$ cat src/rtl/fib_pkg.sv
// Shared register map, CTRL/STATUS bit positions and FSM state type for the
// Fibonacci engine CSR front-end.
package fib_pkg;

  localparam logic [2:0] REG_N       = 3'd0;
  localparam logic [2:0] REG_CTRL    = 3'd1;
  localparam logic [2:0] REG_STATUS  = 3'd2;
  localparam logic [2:0] REG_RESULT  = 3'd3;
  localparam logic [2:0] REG_TIMEOUT = 3'd4;

  localparam int CTRL_START  = 0;
  localparam int CTRL_CLR    = 1;
  localparam int CTRL_IRQ_EN = 2;

  localparam int ST_ACTIVE  = 0;
  localparam int ST_DONE    = 1;
  localparam int ST_TIMEOUT = 2;
  localparam int ST_ERR     = 3;
  localparam int ST_FULL    = 4;
  localparam int ST_CNT_LSB = 8;

  typedef enum logic [1:0] {
    IDLE     = 2'd0,
    LAUNCH   = 2'd1,
    WAIT_ACK = 2'd2,
    RUN      = 2'd3
  } state_t;

endpackage

$ cat src/rtl/fib_result_fifo.sv
// Small synchronous result FIFO; the head is visible combinationally on dout.
module fib_result_fifo #(
  parameter int WIDTH = 32,
  parameter int DEPTH = 4
) (
  input  logic                     clk_i,
  input  logic                     rst_ni,
  input  logic                     push,
  input  logic                     pop,
  input  logic [WIDTH-1:0]         din,
  output logic [WIDTH-1:0]         dout,
  output logic [$clog2(DEPTH):0]   count,
  output logic                     full,
  output logic                     empty
);

  localparam int AW = $clog2(DEPTH);
  localparam logic [AW-1:0] PTR_ONE  = AW'(1);
  localparam logic [AW:0]   CNT_ONE  = (AW+1)'(1);
  localparam logic [AW:0]   CNT_FULL = (AW+1)'(DEPTH);

  logic [WIDTH-1:0] mem_r [DEPTH];
  logic [AW-1:0]    wr_ptr_r;
  logic [AW-1:0]    rd_ptr_r;
  logic [AW:0]      count_r;
  logic             do_push_s;
  logic             do_pop_s;

  assign full      = (count_r == CNT_FULL);
  assign empty     = (count_r == '0);
  assign count     = count_r;
  assign dout      = mem_r[rd_ptr_r];
  // A pop frees the head slot at the same edge, so a push into a full FIFO is allowed then.
  assign do_push_s = push & (~full | pop);
  assign do_pop_s  = pop & ~empty;

  // Storage, pointers and occupancy count.
  always_ff @(posedge clk_i or negedge rst_ni) begin
    if (!rst_ni) begin
      for (int i = 0; i < DEPTH; i++) begin
        mem_r[i] <= '0;
      end
      wr_ptr_r <= '0;
      rd_ptr_r <= '0;
      count_r  <= '0;
    end else begin
      if (do_push_s) begin
        mem_r[wr_ptr_r] <= din;
        wr_ptr_r        <= wr_ptr_r + PTR_ONE;
      end
      if (do_pop_s) begin
        rd_ptr_r <= rd_ptr_r + PTR_ONE;
      end
      case ({do_push_s, do_pop_s})
        2'b10:   count_r <= count_r + CNT_ONE;
        2'b01:   count_r <= count_r - CNT_ONE;
        default: count_r <= count_r;
      endcase
    end
  end

endmodule

$ cat src/rtl/fibonacci_ctrl.sv
// CSR front-end for the Fibonacci engine: launches jobs, tracks the busy
// handshake with a timeout, queues results and raises a maskable interrupt.
module fibonacci_ctrl
  import fib_pkg::*;
#(
  parameter int RES_DEPTH = 4
) (
  input  logic        clk_i,
  input  logic        rst_ni,
  input  logic [2:0]  bus_addr_i,
  input  logic        bus_we_i,
  input  logic [31:0] bus_wdata_i,
  input  logic        bus_re_i,
  output logic [31:0] bus_rdata_o,
  output logic        fib_start_o,
  output logic [31:0] fib_n_o,
  input  logic        fib_busy_i,
  input  logic [31:0] fib_result_i,
  output logic        irq_o
);

  localparam int CW = $clog2(RES_DEPTH) + 1;

  state_t      state_r;
  logic [31:0] n_r;
  logic [31:0] tmo_lim_r;
  logic [31:0] cyc_r;
  logic        irq_en_r;
  logic        done_r;
  logic        tmo_r;
  logic        err_r;

  logic [31:0] fifo_dout_s;
  logic [CW-1:0] fifo_count_s;
  logic        fifo_full_s;
  logic        fifo_empty_s;

  logic        wr_ctrl_s;
  logic        start_cmd_s;
  logic        clr_s;
  logic        launch_ok_s;
  logic        start_err_s;
  logic        complete_s;
  logic        tmo_hit_s;
  logic        pop_s;
  logic        done_d_s;
  logic        tmo_d_s;
  logic        err_d_s;
  logic        irq_en_d_s;
  logic [31:0] status_s;
  logic [31:0] rdata_s;

  assign fib_n_o     = n_r;
  assign wr_ctrl_s   = bus_we_i && (bus_addr_i == REG_CTRL);
  assign start_cmd_s = wr_ctrl_s && bus_wdata_i[CTRL_START];
  assign clr_s       = wr_ctrl_s && bus_wdata_i[CTRL_CLR];
  assign launch_ok_s = start_cmd_s && (state_r == IDLE) && !fifo_full_s;
  assign start_err_s = start_cmd_s && !launch_ok_s;
  assign complete_s  = (state_r == RUN) && !fib_busy_i;
  // A completion seen in the same cycle as the limit wins over the timeout.
  assign tmo_hit_s   = ((state_r == WAIT_ACK) || (state_r == RUN)) && (tmo_lim_r != 32'd0)
                       && (cyc_r == tmo_lim_r) && !complete_s;
  assign pop_s       = bus_re_i && (bus_addr_i == REG_RESULT) && !fifo_empty_s;

  // CLR clears the sticky bits first, so events in the same cycle still set them.
  assign done_d_s    = (done_r & ~clr_s) | complete_s;
  assign tmo_d_s     = (tmo_r & ~clr_s) | tmo_hit_s;
  assign err_d_s     = (err_r & ~clr_s) | start_err_s;
  assign irq_en_d_s  = wr_ctrl_s ? bus_wdata_i[CTRL_IRQ_EN] : irq_en_r;

  assign status_s = {16'd0, 8'(fifo_count_s), 3'd0, fifo_full_s, err_r, tmo_r, done_r,
                     (state_r != IDLE)};

  // Read-data mux over the pre-write register values.
  always_comb begin
    rdata_s = 32'd0;
    case (bus_addr_i)
      REG_N:       rdata_s = n_r;
      REG_CTRL:    rdata_s = {29'd0, irq_en_r, 2'd0};
      REG_STATUS:  rdata_s = status_s;
      REG_RESULT:  rdata_s = fifo_empty_s ? 32'd0 : fifo_dout_s;
      REG_TIMEOUT: rdata_s = tmo_lim_r;
      default:     rdata_s = 32'd0;
    endcase
  end

  // Job FSM, CSR state and registered bus/engine/interrupt outputs.
  always_ff @(posedge clk_i or negedge rst_ni) begin
    if (!rst_ni) begin
      state_r     <= IDLE;
      n_r         <= 32'd0;
      tmo_lim_r   <= 32'd0;
      cyc_r       <= 32'd0;
      irq_en_r    <= 1'b0;
      done_r      <= 1'b0;
      tmo_r       <= 1'b0;
      err_r       <= 1'b0;
      bus_rdata_o <= 32'd0;
      fib_start_o <= 1'b0;
      irq_o       <= 1'b0;
    end else begin
      if (bus_we_i && (bus_addr_i == REG_N) && (state_r == IDLE)) begin
        n_r <= bus_wdata_i;
      end
      if (bus_we_i && (bus_addr_i == REG_TIMEOUT)) begin
        tmo_lim_r <= bus_wdata_i;
      end
      if (bus_re_i) begin
        bus_rdata_o <= rdata_s;
      end
      done_r      <= done_d_s;
      tmo_r       <= tmo_d_s;
      err_r       <= err_d_s;
      irq_en_r    <= irq_en_d_s;
      irq_o       <= irq_en_d_s & (done_d_s | tmo_d_s);
      fib_start_o <= 1'b0;
      case (state_r)
        IDLE: begin
          if (launch_ok_s) begin
            state_r     <= LAUNCH;
            fib_start_o <= 1'b1;
          end
        end
        LAUNCH: begin
          state_r <= WAIT_ACK;
          cyc_r   <= 32'd0;
        end
        WAIT_ACK: begin
          cyc_r <= cyc_r + 32'd1;
          if (tmo_hit_s) begin
            state_r <= IDLE;
          end else if (fib_busy_i) begin
            state_r <= RUN;
          end
        end
        RUN: begin
          cyc_r <= cyc_r + 32'd1;
          if (complete_s || tmo_hit_s) begin
            state_r <= IDLE;
          end
        end
        default: state_r <= IDLE;
      endcase
    end
  end

  fib_result_fifo #(
    .WIDTH (32),
    .DEPTH (RES_DEPTH)
  ) u_fifo (
    .clk_i  (clk_i),
    .rst_ni (rst_ni),
    .push   (complete_s),
    .pop    (pop_s),
    .din    (fib_result_i),
    .dout   (fifo_dout_s),
    .count  (fifo_count_s),
    .full   (fifo_full_s),
    .empty  (fifo_empty_s)
  );

endmodule
$ cat config.mk
export PLATFORM = sky130hd
export DESIGN_NAME = fibonacci_ctrl
export DESIGN_NICKNAME = d
export VERILOG_FILES = /design/src/rtl/fib_pkg.sv /design/src/rtl/fib_result_fifo.sv /design/src/rtl/fibonacci_ctrl.sv
export SDC_FILE = /design/constraint.sdc
export NUM_CORES = 1
export LEC_CHECK = 0
export ABC_AREA = 1
export CORE_UTILIZATION = 52
export DETAILED_ROUTE_END_ITERATION = 10
export PLACE_DENSITY = 0.77
export SLEW_MARGIN = 5
export SYNTH_ARGS = -nofsm -noshare
export SYNTH_HDL_FRONTEND = slang
export SYNTH_SLANG_ARGS = --single-unit
$ cat constraint.sdc
create_clock -name clk_i -period 1.85 [get_ports clk_i]
set_input_delay 0.185 -clock clk_i [delete_from_list [all_inputs] [get_ports clk_i]]
set_output_delay 0.185 -clock clk_i [all_outputs]
set_load 0.005 [all_outputs]
==> results of run 1 <==
## layout by cell type, fill, tap and decap left out, drive strengths merged, types with 33 or more instances in the layout
cell type | synthesis | layout
clkbuf | 33 | 49
nor2 | 129 | 129
o22ai | 33 | 33
clkdlybuf4s50 | 0 | 135
buf | 40 | 69
o21ai | 286 | 286
dfrtp | 271 | 271
nand3 | 39 | 39
nand2 | 421 | 421
inv | 165 | 166
## power groups by stage
stage | clock network (W) | registers [W] | logic, W
after floorplan | 0 | 0.00787 | 0.00342
after global placement | 0 | 0.00821 | 0.00585
after detailed placement | 0 | 0.00824 | 0.00603
after CTS | 0.00592 | 0.00816 | 0.00608
after global routing | 0.00616 | 0.00829 | 0.00678
final | 0.00586 | 0.00820 | 0.00614
## path summary, 6_finish.rpt
check	cells after the start	slack [ns]	end
max	13	-0.08	u_fifo.count[2]
min	2	0.16	u_fifo.mem_r[104]
max reg2reg	13	-0.08	u_fifo.count[2]
min reg2reg	2	0.48	u_fifo.mem_r[47]
max in group asynchronous	3	0.99	tmo_lim_r[12]
min in group clk_i	5	0.16	u_fifo.rd_ptr_r[0]
## routing by layer
metal | part of all wire [%] | global-route usage, %
met2 | 48 | 46.7
met4 | 2.5 | 8.53
met5 | 0 | 0
met1 | 42 | 40.0
met3 | 7.5 | 4.16
## per-stage QoR
step	power (W)	TNS, ns	worst slack [ns]	hold WS, ns	std cells
floorplan	0.0113	-0.0355	-0.0355	-0.111	1540
global placement	0.0141	-0.326	-0.212	0.177	1991
detailed placement	0.0143	-6.15	-0.263	0.180	1991
CTS	0.0202	-0.0769	-0.0769	0.146	2046
global route	0.0212	-0.160	-0.158	0.177	2050
finish	0.0202	-0.0803	-0.0803	0.158	2050
## timing repair
item / 4_1_cts / 5_1_grt
hold buffers: 1 / 0
setup buffers: 0 / 4
endpoints found under the hold margin: 59 / 0
pin swaps: 0 / 7
endpoints found under the setup margin: 1 / 20
resized for setup: 0 / 19
## state kept, by name, summed over array words and instances (netlist names)
register / flops
cyc_r: 32
tmo_lim_r: 32
fib_start_o: 1
u_fifo.rd_ptr_r: 2
bus_rdata_o: 32
state_r: 2
u_fifo.count: 3
irq_o: 1
err_r: 1
tmo_r: 1
u_fifo.wr_ptr_r: 2
irq_en_r: 1
done_r: 1
u_fifo.mem_r: 128
fib_n_o: 32
## worst reg2reg max path: stages, from the launching register on
cell and delay, ns:
dfrtp_1 0.40, nor2_2 0.15, nand2_2 0.07, nand4_2 0.08, inv_2 0.06, nand2_4 0.07
nand2_4 0.05, nand2_4 0.07, ha_4 0.13, inv_2 0.04, fa_2 0.34, a21oi_2 0.12
o21ai_1 0.08, xor2_1 0.15
## area by class of cell
type	count	area, um^2
Fill cell	1986	8220
Sequential cell	271	6790
Multi-Input combinational cell	1030	5370
Timing Repair Buffer	205	2230
Clock buffer	49	871
Inverter	166	632
Tap cell	324	405
Clock inverter	5	90.1
## kinds of logic after synthesis
| logic type | count (synthesis) | share of synthesized area, % |
|---|---|---|
| adder cells (fa/ha/maj) | 7 | 0.719 |
| AO/OA/AOI/OAI | 366 | 16.4 |
| buffers and inverters | 239 | 8.59 |
| multiplexers | 32 | 2.72 |
| AND/OR/NAND/NOR | 614 | 19.6 |
| XOR/XNOR | 11 | 0.729 |
| flip-flops | 271 | 51.3 |
==> results.py, run 1 <==
metrics = {
    "run_status": {
        "status": "complete, but fails checks",
        "violations": "negative setup slack",
    },
    "synth": {
        "ys_types": 43,
        "yosys_warnings": 0,
        "syn_area_per_cell_um2": 8.59,
        "synth-edff-count": 0,
        "synth_area_mm2": 0.0132,
        "synthArstFlopShare_pct": 100,
        "ys_top_cells_by_count": "nand2_1 (411), dfrtp_1 (271), inv_1 (159)",
        "yosysSeqAreaShare_pct": 51.3,
        "synth_top_area_share_pct": 51.3,
        "synth.area.top_cells": "dfrtp_1 (51%), nand2_1 (12%), o21ai_0 (4.9%), inv_1 (4.5%), o21ai_1 (3.9%)",
        "synthCells": 1540,
        "yosysTopAreaCell": "dfrtp_1",
        "syn-num-nets": 1619,
        "ys_seq_elements": 271,
        "post-synth-top-count-cell": "nand2_1",
        "synth-main-ff-cell": "dfrtp_1",
    },
    "worst_hold_path": {
        "min_path_type": "in2async",
    },
    "floorplan": {
        "initial_core_util_pct": 53.7,
        "die_w_um": 161,
        "dieArea_mm2": 0.0261,
        "core.rowCount": 57,
        "pin_count": 138,
        "core_area_mm2": 0.0246,
        "fp.dieH_um": 161,
    },
    "cts": {
        "cts_buffers": 29,
        "ctsHtreeMaxLevel": 1,
        "root_buffer": "clkbuf_16",
        "clock_sinks": 271,
        "clock_path_buffers": 3,
        "clkSlewWorstSetupHoldPaths_ns": 0.06,
        "cts_tree": "yes",
        "clk_latency_ns": 0.57,
    },
    "cells_and_area": {
        "drive_above_1_share_pct": 14.4,
        "postLayoutCoreUtil_pct": 66.6,
        "fin_nets": 1782,
        "n_antenna_cell": 0,
        "area_delta_synth_final_pct": 24.0,
        "finish.instance_area_mm2": 0.0164,
    },
    "setup_path": {
        "critPathMaxFanout": 3,
        "r2r_start": "u_fifo.count[1]",
        "critPathCaptureType": "flop",
        "path_delay_family": "simple AND/OR/NAND/NOR gates",
        "cp-start-kind": "flop",
        "slowest_delay_ns": 0.40,
        "path_buf_inv": 2,
        "required_ns": 2.28,
        "worstPathArrival_ns": 2.36,
        "path_common_cell": "nand2_4",
        "critPathLaunch": "u_fifo.count[1]",
        "critical_path.cell_chain": "nor2_2 -> nand2_2 -> nand4_2 -> inv_2 -> nand2_4 -> nand2_4 -> nand2_4 -> ha_4 -> inv_2 -> fa_2 -> a21oi_2 -> o21ai_1 -> xor2_1",
        "worstSetupPathType": "reg2reg",
        "worst_path_max_delay_cell": "dfrtp_1",
    },
    "global_routing": {
        "grt_antenna_before_repair": 0,
        "track_usage_pct": 28.7,
        "grt.overflow.total": 0,
        "grt_first_pass_wirelength_mm": 59.1,
        "grt_max_degree": 65,
        "grt_pass1_vias": 11100,
    },
    "power_and_ir_drop": {
        "pwr-share-seq_pct": 40.6,
        "p_comb_share_pct": 30.4,
        "ir_worst_vdd_uv": 726,
        "p_clk_share_pct": 29.0,
        "p_leak_nw": 7.62,
        "power.density_mw_per_mm2": 1230,
        "internal_power_w": 0.0134,
        "swShare_pct": 33.7,
        "p_sw_w": 0.00680,
    },
    "placed_design": {
        "dpl_cell_area_mm2": 0.0153,
        "gp_congestion": 0.930,
        "portBuffers": 137,
        "dpl.hpwl_mm": 26.1,
    },
    "sta": {
        "slew_headroom_pct": 63.7,
        "worst_slack_ns": -0.0803,
        "setup_viol": 1,
        "tightest_slew_ns": 0.545,
        "hold_viol_final": 0,
        "clock.fmax_mhz": 518,
        "slew_viol_final": 0,
        "rsz0062_at_grt": "true",
        "period_share_pct": 104,
        "fin_crit_ns": 1.93,
        "finalClockSkew_ns": 0.0225,
    },
    "routing": {
        "first_pass_iters": 6,
        "vias": 11300,
        "drt_iter0_markers": 978,
        "via_per_inst": 5.51,
        "drt-total-wl_mm": 36.6,
        "wl_per_cell_um": 17.9,
        "antenna_left": 0,
        "drc": 0,
    },
    "flow_run": {
        "maxCapViolCount": 0,
    },
}
Power figures use the tool's default switching activity.
==> inputs of run 2 (changes only) <==
==> constraint.sdc (replaced) <==
create_clock -name clk_i -period 1.85 [get_ports clk_i]
set_input_delay 0.185 -clock clk_i [delete_from_list [all_inputs] [get_ports clk_i]]
set_output_delay 0.185 -clock clk_i [all_outputs]
set_load 0.05 [all_outputs]
==> run 2 against run 1 <==
  * The run still ends with negative setup slack left
  * Flip-flop and latch count is the same
  * Worst hold slack improved by 0.033 ns
  * Combinational power grew 22%
  * Maximum frequency up 3.0%
  * Critical path depth is the same
  * Clock skew down 0.017 ns
  * Cell count is 0.20% lower
  * Via count rose by 0.55%
  * Routed wire length decreased by 0.54%
==> results.py, run 2 (synthesized netlist as in run 1, its figures left out) <==
metrics = {
    "placed_design": {
        "portBuffers": 137,
        "gp_congestion": 0.929,
        "numPlacedInstances": 1993,
        "dpl.hpwl_mm": 25.8,
        "dpl_cell_area_mm2": 0.0153,
    },
    "routing": {
        "via_per_inst": 5.55,
        "vias": 11400,
        "drc": 0,
        "drt-total-wl_mm": 36.4,
        "first_pass_iters": 5,
        "antenna_left": 0,
        "drt_iter0_markers": 978,
        "wl_per_cell_um": 17.8,
    },
    "sta": {
        "fin_crit_ns": 1.87,
        "rsz0062_at_grt": "true",
        "tightest_slew_ns": 0.537,
        "setup_viol": 1,
        "finalClockSkew_ns": 0.00571,
        "period_share_pct": 101,
        "hold_viol_final": 0,
        "worst_slack_ns": -0.0243,
        "slew_headroom_pct": 64.2,
        "timing.hold.ws_ns": 0.191,
        "slew_viol_final": 0,
        "clock.fmax_mhz": 534,
    },
    "global_routing": {
        "met1_usage_pct": 40.3,
        "grt_first_pass_wirelength_mm": 58.5,
        "grt_antenna_before_repair": 0,
        "use_met3_pct": 4.13,
        "grt_pass1_vias": 10800,
        "track_usage_pct": 28.5,
        "grt.met2_usage_pct": 45.2,
        "grt.overflow.total": 0,
        "busiest_layer": "met2",
        "grt_max_degree": 65,
    },
    "setup_path": {
        "critPathCaptureType": "flop",
        "worst_r2r_path_depth": 13,
        "path_common_cell": "nand2_4",
        "critical_path.cell_chain": "nor2_2 -> nand2_1 -> nand4_2 -> inv_2 -> nand2_4 -> nand2_4 -> nand2_4 -> ha_4 -> inv_2 -> fa_2 -> a21oi_2 -> o21ai_1 -> xor2_1",
        "slowest_delay_ns": 0.38,
        "cp-start-kind": "flop",
        "critPathMaxFanout": 3,
        "regToRegSetupSlack_ns": -0.02,
        "required_ns": 2.27,
        "worstSetupPathType": "reg2reg",
        "worst_path_max_delay_cell": "dfrtp_1",
        "worstPathArrival_ns": 2.29,
    },
    "cells_and_area": {
        "n_antenna_cell": 0,
        "drive_above_1_share_pct": 14.8,
        "fin_nets": 1787,
        "multi_input_area_mm2": 0.00536,
        "stdcell_count": 2046,
        "largest_register_ffs": 128,
        "regArea_mm2": 0.00680,
        "regMostFlops": "u_fifo.mem_r",
        "finish.instance_area_mm2": 0.0163,
        "n_fill_cell": 2028,
        "mostFrequentLayoutCell": "nand2_1",
        "area_delta_synth_final_pct": 22.9,
        "final_cell_mix": "nand2_1 (410), dfrtp_1 (260), inv_1 (158), o21ai_0 (128), nor2_1 (116)",
    },
    "run_status": {
        "violations": "negative setup slack",
        "status": "complete, but fails checks",
    },
    "cts": {
        "clock_sinks": 271,
        "root_buffer": "clkbuf_16",
        "clock_path_buffers": 3,
        "cts_tree": "yes",
        "clk_latency_ns": 0.54,
        "clkSlewWorstSetupHoldPaths_ns": 0.06,
        "cts_buffers": 29,
        "ctsHtreeMaxLevel": 1,
    },
    "floorplan": {
        "core.rowCount": 57,
        "dieArea_mm2": 0.0261,
        "die_w_um": 161,
        "fp.dieH_um": 161,
        "initial_core_util_pct": 53.7,
        "core_area_mm2": 0.0246,
        "pin_count": 138,
    },
    "worst_hold_path": {
        "min_path_type": "in2async",
    },
    "power_and_ir_drop": {
        "swShare_pct": 39.1,
        "pwr-share-seq_pct": 38.8,
        "p_clk_share_pct": 25.7,
        "ir_worst_vdd_uv": 1120,
        "p_sw_w": 0.00822,
        "p_comb_share_pct": 35.5,
        "internal_power_w": 0.0128,
        "power.density_mw_per_mm2": 1290,
        "p_leak_nw": 7.82,
    },
    "flow_run": {
        "maxCapViolCount": 0,
    },
}
[run 2: worst paths after layout]
kind,start,to
max,u_fifo.count[0],u_fifo.count[2]
min,rst_ni,u_fifo.mem_r[73]
max reg2reg,u_fifo.count[0],u_fifo.count[2]
min reg2reg,u_fifo.mem_r[35],u_fifo.mem_r[35]
max in group asynchronous,rst_ni,cyc_r[19]
min in group clk_i,bus_re_i,u_fifo.rd_ptr_r[0]
[run 2: worst max-delay path, delay by kind of cell (launching register included)]
family | cells | cell delay [ns]
compound gates | 2 | 0.19
buf+inv | 2 | 0.10
flops | 1 | 0.38
fa+ha+maj | 2 | 0.46
xor+xnor | 1 | 0.15
simple gates | 6 | 0.49
[run 2: repair_timing]
item                                    4_1_cts  5_1_grt
endpoints found under the setup margin       68       20
buffers inserted                              0        7
endpoints found under the hold margin        59        0
pin swaps                                     3        6
gates resized for setup                      67       20
hold buffers                                  1        0
[run 2: power groups by stage]
stage | Sequential [W] | Clock [W] | Combinational [W]
after detailed placement | 0.00822 | 0 | 0.00764
after global routing | 0.00826 | 0.00572 | 0.00810
after CTS | 0.00814 | 0.00549 | 0.00740
after floorplan | 0.00942 | 0 | 0.00342
after global placement | 0.00820 | 0 | 0.00748
final | 0.00815 | 0.00541 | 0.00747
[run 2: final cells by class]
| cell class | instances | share of cell area, % |
|---|---|---|
| clock buffers | 42 | 5.07 |
| clock inverters | 3 | 0.246 |
| inverters | 166 | 3.89 |
| multi-input cells | 1030 | 33.0 |
| flip-flops and latches | 271 | 41.8 |
| well taps | 324 | 2.49 |
| repair buffers | 210 | 13.5 |
[run 2: metrics by stage]
step                total power, W  setup TNS, ns  util (%)  worst slack [ns]
global route                0.0221         -0.164      66.1            -0.118
finish                      0.0210        -0.0243      66.1           -0.0243
global placement            0.0157         -0.364      62.4            -0.218
floorplan                   0.0128        -0.0355         -           -0.0355
CTS                         0.0210        -0.0545      65.6           -0.0545
detailed placement          0.0159          -7.47      62.4            -0.271
[run 2: routing by layer]
metal | share of wire, % | up-vias | wire, um
li1 | - | 5352 | -
met1 | 42 | 5414 | 15500
met2 | 46 | 524 | 16900
met3 | 8.0 | 70 | 2930
met4 | 3.0 | 0 | 1110
met5 | 0 | - | 0
==> edit (flow settings as in run 2) <==
The output `irq_o` loses its register stage (`irq_o` becomes a continuous assignment).
--- a/src/rtl/fibonacci_ctrl.sv
+++ b/src/rtl/fibonacci_ctrl.sv
@@ -99,3 +99,2 @@
       fib_start_o <= 1'b0;
-      irq_o       <= 1'b0;
     end else begin
@@ -114,3 +113,2 @@
       irq_en_r    <= irq_en_d_s;
-      irq_o       <= irq_en_d_s & (done_d_s | tmo_d_s);
       fib_start_o <= 1'b0;
@@ -146,2 +144,4 @@
 
+  assign irq_o = irq_en_d_s & (done_d_s | tmo_d_s);
+
   fib_result_fifo #(
Behaviour: not the same (a bounded check fails within 4 cycles, from zero or initial values and one cycle with rst_ni low).
==> edit against run 2 <==
The flow still finishes with violations (setup timing). Die area shrank 0.19%. Power grew 2.1%. Sequential cell count shrank 1. First-iteration DRC count grew 21%. Cell area grew 5.7%. Wire length grew 7.3%. Sequential share of layout area shrank 2.4 points. Count of clock-buffer cells in the layout grew 3. Non-clock buffer count grew 54. Area after synthesis shrank 0.19%. Worst setup slack lost 0.42 ns. Critical endpoint is now irq_o. Largest cell class unchanged. Highest routed layer unchanged.
==> edit: results (changes against run 2) <==
[final_layout]
fin_nets=1842  ; +3.1%
seq_cell_count=270  ; -0.37%
clockNetworkAreaShare=0.05046  ; -0.002728
n_fill_cell=1859  ; -8.3%
multi_input_area_share=0.3309  ; +0.001343
drive_above_1_share=0.2292  ; +0.08171
num-nonclk-buffers=264  ; +26%
stdcell_count=2105  ; +2.9%
layout.nonclk_buf_frac=0.1634  ; +0.02800
seq_share=0.3944  ; -0.02360
diodes=1  ; +1
nClkBuffers=45  ; +7.1%
multi_input_gates=1032  ; +0.19%

[detailed_routing]
first_pass_iters=7  ; +2
drtIter0Drc=1184  ; +21%
drt_wl_total_mm=39.05  ; +7.3%
vias=11939  ; +5.1%

[setup_path]
r2r-start=u_fifo.count[0]
startpoint=cyc_r[12]
slowest_delay_ns=0.42  ; +0.04 ns
endpoint=irq_o
critPathKind=reg2out
r2r_cells=13  ; unchanged
reg2reg_setup_slack_ns=-0.10  ; -0.08 ns
critical_path_arrival_ns=2.11  ; -0.18 ns

[grt]
grt_pass1_wl_mm=59.33  ; +1.5%
grt_pass1_vias=11313  ; +4.4%
antenna_found_initial=1  ; +1
grt_use_total=0.2889  ; +0.003547

[synth]
ys_seq_area_frac=0.5120  ; -0.0009236
synth-adder-area-share=0.007206  ; +0.00001364
yosys-top-cells-area=dfrtp_1 (51%), nand2_1 (12%), o21ai_0 (4.9%)
ys_top_cells_by_count=nand2_1 (411), dfrtp_1 (270), inv_1 (159), o21ai_0 (130), nor2_1 (120)
synth_compound_area_frac=0.1638  ; +0.0003101
synthXorXnorAreaFrac=0.007301  ; +0.00001382
syn_avg_cell_area_sq_um=8.575  ; -0.12%
muxShareOfSynthArea=0.02721  ; +0.00005150

[cts]
cts_resized=97  ; +45%
cts.path.max_buffers=3  ; unchanged

[sta]
hold_slack_ns=0.1936  ; +0.002147 ns
worst_clock_skew_ns=0.01818  ; +0.01247 ns
setup_viol_count_final=56  ; +55
timing.setup.tns_ns=-3.191  ; -3.166 ns
worst_slack_ns=-0.4446  ; -0.4203 ns
relSlewSlack=0.6394  ; -0.002679

[place]
dpl.hpwl_mm=25.93  ; +0.54%
place_inst=2005  ; +0.60%
place_congestion=0.9937  ; +7.0%

[hold_path]
hp-class=in2async

[outcome]
violations=setup timing
status=finished with violations

[power]
power.leakage_uw=0.008208  ; +5.0%
vdd_drop_max_mv=1.338  ; +19%

[edit: cell types whose count changed after synthesis]
cell     before  now
dfrtp_1     271  270
[edit: power by group]
part / total (uW) / internal, uW / switching, uW / leakage, uW
registers: 8240 / 7080 / 1170 / 0.00361
clock network: 5410 / 3100 / 2310 / 0.000421
logic: 7820 / 2700 / 5120 / 0.00417
[edit: per-stage QoR]
| step | setup slack (ns) | instance area (sq um) |
|---|---|---|
| finish | -0.4446 | 17180 |
| global route | -0.5220 | 17180 |
| CTS | -0.3838 | 16440 |
| detailed placement | -0.3041 | 15400 |
| global placement | -0.2409 | 15400 |
| floorplan | -0.03552 | 13210 |
[edit: worst max-delay path, delay by kind of cell (launching register included)]
family | cells | cell delay, ns
buf+inv | 3 | 0.29
flops | 1 | 0.42
simple gates | 9 | 0.85
[edit: per-layer routing]
metal,part of all wire,global-route usage
met1,0.41,0.4057
met2,0.47,0.4667
met3,0.084,0.03518
met4,0.036,0.09691
met5,0,0
